--- src/rtl/gate_sweep_ctrl.sv ---
// gate_sweep_ctrl: self-test sequencer for an N_IN-input, 1-output combinational gate.
// On start, every input vector 0..2^N_IN-1 is driven in ascending order. Each vector
// is held SETTLE cycles, then the gate output is sampled in one more cycle and compared
// with EXP_TT. The block reports pass, the mismatch count and the lowest failing vector.
//
// Optional feature: define GATE_SWEEP_OBS_EN to add the obs_tt port, which holds the
// observed truth table of the last sweep.
//
// Ports:
//   clk            rising-edge clock
//   rst_n          asynchronous active-low reset
//   start          sweep request, sampled only in IDLE
//   dut_in         vector driven to the gate (0 outside a sweep)
//   dut_out        gate output
//   busy           high from the first DRIVE cycle through the last SAMPLE cycle
//   done           one-cycle pulse when a sweep completes
//   pass           last sweep had zero mismatches (valid from done until next start)
//   err_cnt        mismatch count of the last sweep
//   first_fail_vec lowest failing vector, 0 when err_cnt == 0
//   obs_tt         observed truth table (GATE_SWEEP_OBS_EN only)
module gate_sweep_ctrl #(
  parameter int unsigned        N_IN   = 2,
  parameter int unsigned        SETTLE = 1,
  parameter logic [2**N_IN-1:0] EXP_TT = 4'b1001
) (
  input  logic              clk,
  input  logic              rst_n,
  input  logic              start,
  output logic [N_IN-1:0]   dut_in,
  input  logic              dut_out,
  output logic              busy,
  output logic              done,
  output logic              pass,
  output logic [N_IN:0]     err_cnt,
  output logic [N_IN-1:0]   first_fail_vec
`ifdef GATE_SWEEP_OBS_EN
  ,
  output logic [2**N_IN-1:0] obs_tt
`endif
);

  localparam int unsigned     ERR_W    = N_IN + 1;
  localparam int unsigned     CNT_W    = (SETTLE > 1) ? $clog2(SETTLE) : 1;
  localparam logic [N_IN-1:0] VEC_LAST = {N_IN{1'b1}};
  localparam logic [CNT_W-1:0] CNT_LAST = CNT_W'(SETTLE - 1);

  typedef enum logic [1:0] {
    IDLE   = 2'd0,
    DRIVE  = 2'd1,
    SAMPLE = 2'd2,
    DONE   = 2'd3
  } state_t;

  state_t             state_q, state_d;
  logic [CNT_W-1:0]   cnt_q, cnt_d;
  logic [N_IN-1:0]    vec_q, vec_d;
  logic [N_IN-1:0]    din_q, din_d;
  logic               busy_q, busy_d;
  logic               done_q, done_d;
  logic               pass_q, pass_d;
  logic [ERR_W-1:0]   err_q, err_d;
  logic [N_IN-1:0]    ffv_q, ffv_d;
  logic               mismatch;
`ifdef GATE_SWEEP_OBS_EN
  logic [2**N_IN-1:0] obs_q, obs_d;
`endif

  assign mismatch = (dut_out != EXP_TT[vec_q]);

  // Next-state and next-output logic; registered outputs are derived from the
  // next state so they line up with the state they describe.
  always_comb begin
    state_d = state_q;
    cnt_d   = cnt_q;
    vec_d   = vec_q;
    pass_d  = pass_q;
    err_d   = err_q;
    ffv_d   = ffv_q;
`ifdef GATE_SWEEP_OBS_EN
    obs_d   = obs_q;
`endif
    case (state_q)
      IDLE: begin
        if (start) begin
          state_d = DRIVE;
          cnt_d   = '0;
          vec_d   = '0;
          pass_d  = 1'b0;
          err_d   = '0;
          ffv_d   = '0;
`ifdef GATE_SWEEP_OBS_EN
          obs_d   = '0;
`endif
        end
      end
      DRIVE: begin
        if (cnt_q == CNT_LAST) begin
          state_d = SAMPLE;
          cnt_d   = '0;
        end else begin
          cnt_d = cnt_q + CNT_W'(1);
        end
      end
      SAMPLE: begin
`ifdef GATE_SWEEP_OBS_EN
        obs_d[vec_q] = dut_out;
`endif
        if (mismatch) begin
          err_d = err_q + ERR_W'(1);
          if (err_q == '0) begin
            ffv_d = vec_q;
          end
        end
        // The index stops at the last vector; it is reloaded on the next start.
        if (vec_q == VEC_LAST) begin
          state_d = DONE;
          pass_d  = (err_d == '0);
        end else begin
          state_d = DRIVE;
          vec_d   = vec_q + N_IN'(1);
        end
      end
      DONE: begin
        state_d = IDLE;
      end
      default: begin
        state_d = IDLE;
      end
    endcase

    busy_d = (state_d == DRIVE) || (state_d == SAMPLE);
    din_d  = busy_d ? vec_d : '0;
    done_d = (state_d == DONE);
  end

  // State and output registers.
  always_ff @(posedge clk or negedge rst_n) begin
    if (!rst_n) begin
      state_q <= IDLE;
      cnt_q   <= '0;
      vec_q   <= '0;
      din_q   <= '0;
      busy_q  <= 1'b0;
      done_q  <= 1'b0;
      pass_q  <= 1'b0;
      err_q   <= '0;
      ffv_q   <= '0;
`ifdef GATE_SWEEP_OBS_EN
      obs_q   <= '0;
`endif
    end else begin
      state_q <= state_d;
      cnt_q   <= cnt_d;
      vec_q   <= vec_d;
      din_q   <= din_d;
      busy_q  <= busy_d;
      done_q  <= done_d;
      pass_q  <= pass_d;
      err_q   <= err_d;
      ffv_q   <= ffv_d;
`ifdef GATE_SWEEP_OBS_EN
      obs_q   <= obs_d;
`endif
    end
  end

  assign dut_in         = din_q;
  assign busy           = busy_q;
  assign done           = done_q;
  assign pass           = pass_q;
  assign err_cnt        = err_q;
  assign first_fail_vec = ffv_q;
`ifdef GATE_SWEEP_OBS_EN
  assign obs_tt         = obs_q;
`endif

endmodule

--- config.mk ---
export PLATFORM = sky130hd
export DESIGN_NAME = gate_sweep_ctrl
export DESIGN_NICKNAME = d
export VERILOG_FILES = /design/src/rtl/gate_sweep_ctrl.sv
export SDC_FILE = /design/constraint.sdc
export NUM_CORES = 1
export LEC_CHECK = 0
export ABC_AREA = 1
export CORE_MARGIN = 5
export CORE_UTILIZATION = 48
export DETAILED_ROUTE_END_ITERATION = 8
export GPL_TIMING_DRIVEN = 1
export MAX_ROUTING_LAYER = met4
export PLACE_DENSITY = 0.81
export SLEW_MARGIN = 15
export SYNTH_ARGS = -nofsm -noshare
export SYNTH_HDL_FRONTEND = slang
export SYNTH_SLANG_ARGS = --single-unit
--- constraint.sdc ---
create_clock -name clk -period 1.7 [get_ports clk]
set_input_delay 0.17 -clock clk [delete_from_list [all_inputs] [get_ports clk]]
set_output_delay 0.17 -clock clk [all_outputs]
set_load 0.02 [all_outputs]
# After elaboration in Yosys (flattened, before gate mapping)
# Index checks and enable logic that the tools add are counted.
[totals] out_inout_bits=10 regBits=15
[op_classes] n_lt_le_gt_ge=1 addsub=3 eq_ne=12 reduce_logical=10 muxes=23
[op_table] cell="$mux 2" count=9
[op_table] cell="$eq 2x2->1 const B" count=5
[op_table] cell="$mux 3" count=3
[op_table] cell="$ne 2x2->1 const B" count=4
[op_table] cell="$pmux 2 s2" count=2
[op_table] cell="$pmux 2 s4" count=1
[op_table] cell="$logic_not 3->1" count=2
[op_table] cell="$pmux 3 s2" count=1
[op_table] cell="$eq 2x1->1 const B" count=2
[op_table] cell="$mux 1" count=4
[op_table] cell="$pmux 1 s2" count=2
[op_table] cell="$reduce_and 2->1" count=2
[op_table] cell="$reduce_and 4->1" count=1
[op_table] cell="$reduce_bool 2->1" count=2
[op_table] cell="$add 3x1->3 const B" count=1
[op_table] cell="$lt 2x3->1 const B" count=1
[op_table] cell="$reduce_and 3->1" count=1
[op_table] cell="$add 2x1->2 const B" count=1
[op_table] cell="$bmux 1 s2" count=1
[op_table] cell="$logic_not 2->1" count=1
[op_table] cell="$add 1x1->1 const B" count=1
[op_table] cell="$logic_or 1x1->1" count=1
[op_table] cell="$ne 1x1->1" count=1

# Depth between registers and ports, before layout
# Gate-level depths: netlist (run 1).
[depth] depth_word=8 ltp_mapped=10

# Worst setup path after synthesis (run 1)
# Ideal clock, no wire load.
[synth_timing] path_type="register to register" from="reg vec_q[0]" to="reg pass_q, in the netlist pass" period_less_slack_ps=1339 arrival_ps=1218 path_slack_ps=361 required_ps=1579 path_stages_with_launch=11 path_buffers=0 path_cell_list="dfrtp_1 > inv_1 > ha_1 > inv_1 > nand2_1 > nand2_1 > nand2_1 > nand2_1 > inv_1 > nand3_1 > nand2_1"
[synth_between] elab_chain_cells=8 elab_cells_between_ends=11
[synth_rtl] item="start, declared" line="56" source="logic [N_IN-1:0] vec_q, vec_d;"
[synth_rtl] item="start signal, assigned" line="154" source="vec_q <= vec_d;"
[synth_rtl] item="$bmux 1 s2" line="68" source="assign mismatch = (dut_out != EXP_TT[vec_q]);"
[synth_rtl] item="$mux 1 (implied by the code)" line="68"
[synth_rtl] item="$ne 1x1->1" line="68"
[synth_rtl] item="$mux 3" line="108" source="if (mismatch) begin"
[synth_rtl] item="$mux 3" line="82" source="case (state_q)"
[synth_rtl] item="$logic_not 3->1" line="117" source="pass_d = (err_d == '0);"
[synth_rtl] item="$mux 1" line="115" source="if (vec_q == VEC_LAST) begin"
[synth_rtl] item="$pmux 1 s2" line="82"
[synth_rtl] item="end signal, assigned" line="158" source="pass_q <= pass_d;"
[synth_rtl] item="end, declared" line="60" source="logic pass_q, pass_d;"
# Parallel ways exist; a longest one is shown, timed or not. The select of a mux whose other input is x is not followed.
# A chain may end at the register's enable or synchronous reset.

# Final worst setup path (run 1)
[layout_timing] from="reg vec_q[0]" to="reg err_q[1], in the netlist err_cnt[1]"
[layout_between] elab_chain_cells=6
[layout_rtl] item="$bmux 1 s2" line="68"
[layout_rtl] item="$mux 1 (implied by the code)" line="68"
[layout_rtl] item="$ne 1x1->1" line="68"
[layout_rtl] item="$mux 3" line="108"
[layout_rtl] item="$mux 3" line="82"
[layout_rtl] item="$pmux 3 s2" line="82"
[layout_rtl] item="end signal, assigned" line="159" source="err_q <= err_d;"
[layout_rtl] item="end, declared" line="61" source="logic [ERR_W-1:0] err_q, err_d;"
# No other way between the ends. The select of a mux whose other input is x is not followed.

==> impl_results.md, run 1 <==
- Outcome: finished clean
- Sequential area share after synthesis: 50.36%
- Slew HR: 59.50%
- Final period util: 91.36%
- Final min period: 1553 ps
- Largest net degree at the start of global routing: 15
- Final setup viols: 0
- CTS tree: yes
- FP Rows: 13
- Worst Path Max Fanout: 5
- Vias post-DR: between 500 and 600
- Overflow after GRT: 0
- Maximum Capacitance Violations: 0
- Netlist cell types: 13
- Reg clk slew, reported paths: 90 ps
- Yosys warning count: 0
- Vias in the first global route: 540
- Final hold vios: 0
- Wire per inst: 12.14 um
- Htree depth: 1
- Core area: 1334 sq um
- Layout Skew: 3.479 ps
- Syn Std Cell Area: 695.7 sq um
- Fraction of layout cells with a size suffix above 1: about 8.1%
- Yosys top cell area share: around 50%
- Ant diodes: 0
- DR DRC count: 0
- DP HPWL: 1058 um
- Placed cells: 110
- Initial DRC Count: 12
- Vias per cell: 5.088
- Worst endpoint data arrival time: about 1700 ps
- Post-Synthesis Cells: 82
- Yosys reg bits: 14
- CTS Buf Count: 3
- PD cells: 1745 nW/um^2
- GPL Wtd Cong: 0.8079
- Die Span X: between 40 and 50 um
- # IOs: 14
- Most frequent cells in the layout: nand2_1, dfrtp_1, clkdlybuf4s50_1
- Initial core utilization: 52.16%
- Full die area: 2311 sq um
- Slew @ Worst Pin: 605.7 ps
- Startpoint Class: register
- F_max: 643.9 MHz
- Antenna violations before repair: 0
- Peak supply drop: between 1 and 1.5 mV
- CTS root buf: clkbuf_4
- Synth top area cells: dfrtp_1, nand2_1, ha_1
- HP Class: in -> async
- RSZ-0062 raised after global routing: false
- First-pass GRT wire length: roughly 2300 um
- Slew Viols, Final: 0
- CTS max path bufs: 2
- Overall Global Routing Usage: 14.93%
- Cts-stage hold buffer count: 0
- Synth area leader: dfrtp_1
- Synthesis-to-layout area growth: 26.62%
- First drt pass iteration count: 4
- Worst Path Required: 1860 ps
- Kind of end point of the critical path: register
- Setup TNS: 0 ps
- Final Routed Wirelength: 1384 um
- CTS sink count: 14
- Syn nets: 92
- Crit path kind: reg -> reg
- Most common cell after layout, fill and taps aside: nand2_1
- Post-CTS Setup Bufs: 0
- Fin cells: around 110
- Worst hold margin: 260.5 ps
- Port buffer count: 13
- Vert. Die Dim: 48.07 um
- P_leak: roughly 0.45 nW
- # resized after CTS: 0
- Syn Area/Cell: 8.484 sq um
- Final ANT Viol Nets: 0
- # nets final: 110
- Worst skew pair latency: approximately 280 ps
[cell type report]
type	count	area [sq um]
multi-input cells	54	292.8
repair buffers	13	130.1
fillers	105	452.9
flip-flops and latches	14	350.3
well taps	15	18.77
clock buffers	4	36.28
inverters	14	52.55
[worst max-delay path, cell delays in order, from the launching register on]
cell and delay (ps):
dfrtp_1 440, inv_1 70, ha_1 320, inv_1 70
nand2_1 80, nand2_1 100, o21ai_0 240, o22ai_1 120
[cell families after synthesis]
| family | share of synthesized area, % |
|---|---|
| and+or+nand+nor | 22.48 |
| buffers and inverters | 7.554 |
| DFF | 50.36 |
| AOI/OAI and AO/OA | 8.813 |
| adders and majority gates | 10.79 |
[layer usage]
layer,share of wire [%],track usage [%]
met5,0,-
met4,1.1,5.914
met3,4.6,3.759
met2,47,23.22
met1,47,18.39
[worst paths after layout]
check	depth (start not counted)	slack (ps)	to	start
worst max-delay path	7	150	err_cnt[1]	vec_q[0]
worst min-delay path	1	260	err_cnt[1]	rst_n
worst max register to register	7	150	err_cnt[1]	vec_q[0]
worst min register to register	2	500	first_fail_vec[0]	first_fail_vec[0]
max in group asynchronous	1	1050	vec_q[0]	rst_n
min in group clk	2	500	first_fail_vec[0]	first_fail_vec[0]
[state kept, by name, indices dropped and copies added, names as in the netlist]
name and flops:
state_q 2, dut_in 2, pass 1, err_cnt 3, first_fail_vec 2, done 1, vec_q 2, busy 1
[Yosys cell counts]
cell     number
a21oi_1       2
dfrtp_1      14
ha_1          6
inv_1        12
inv_2         2
nand2_1      28
nand3_1       4
nor2_1        2
nor2_4        1
o21ai_0       6
o21ai_2       1
o22ai_1       2
or2_1         2
[through the flow]
stage	total power [mW]	utilization [%]	worst slack (ps)	cell area, sq um
floorplan	1.015	-	361.0	695.7
global placement	1.268	63.32	197.8	844.6
detailed placement	1.298	63.32	179.9	844.6
CTS	1.542	66.04	158.4	880.8
global route	1.657	66.04	46.62	880.8
finish	1.537	66.04	146.9	880.8
[power by group]
group          switching (mW)  total, mW  internal (mW)
registers              0.0887      0.543          0.454
logic                   0.453      0.751          0.298
clock network           0.113      0.244          0.130
(Power assumes the default switching activity.)
==> inputs of run 2 (changes only) <==
--- a/constraint.sdc
+++ b/constraint.sdc
@@ -3,2 +3,2 @@
 set_output_delay 0.17 -clock clk [all_outputs]
-set_load 0.02 [all_outputs]
+set_load 0.01 [all_outputs]
==> results of run 2 <==
Same layout as run 1 (identical final DEF). Status: finished clean.
Among the figures that moved: total power 1.537 mW -> 1.477 mW; worst IR drop on VDD 1.043 mV -> 1.028 mV
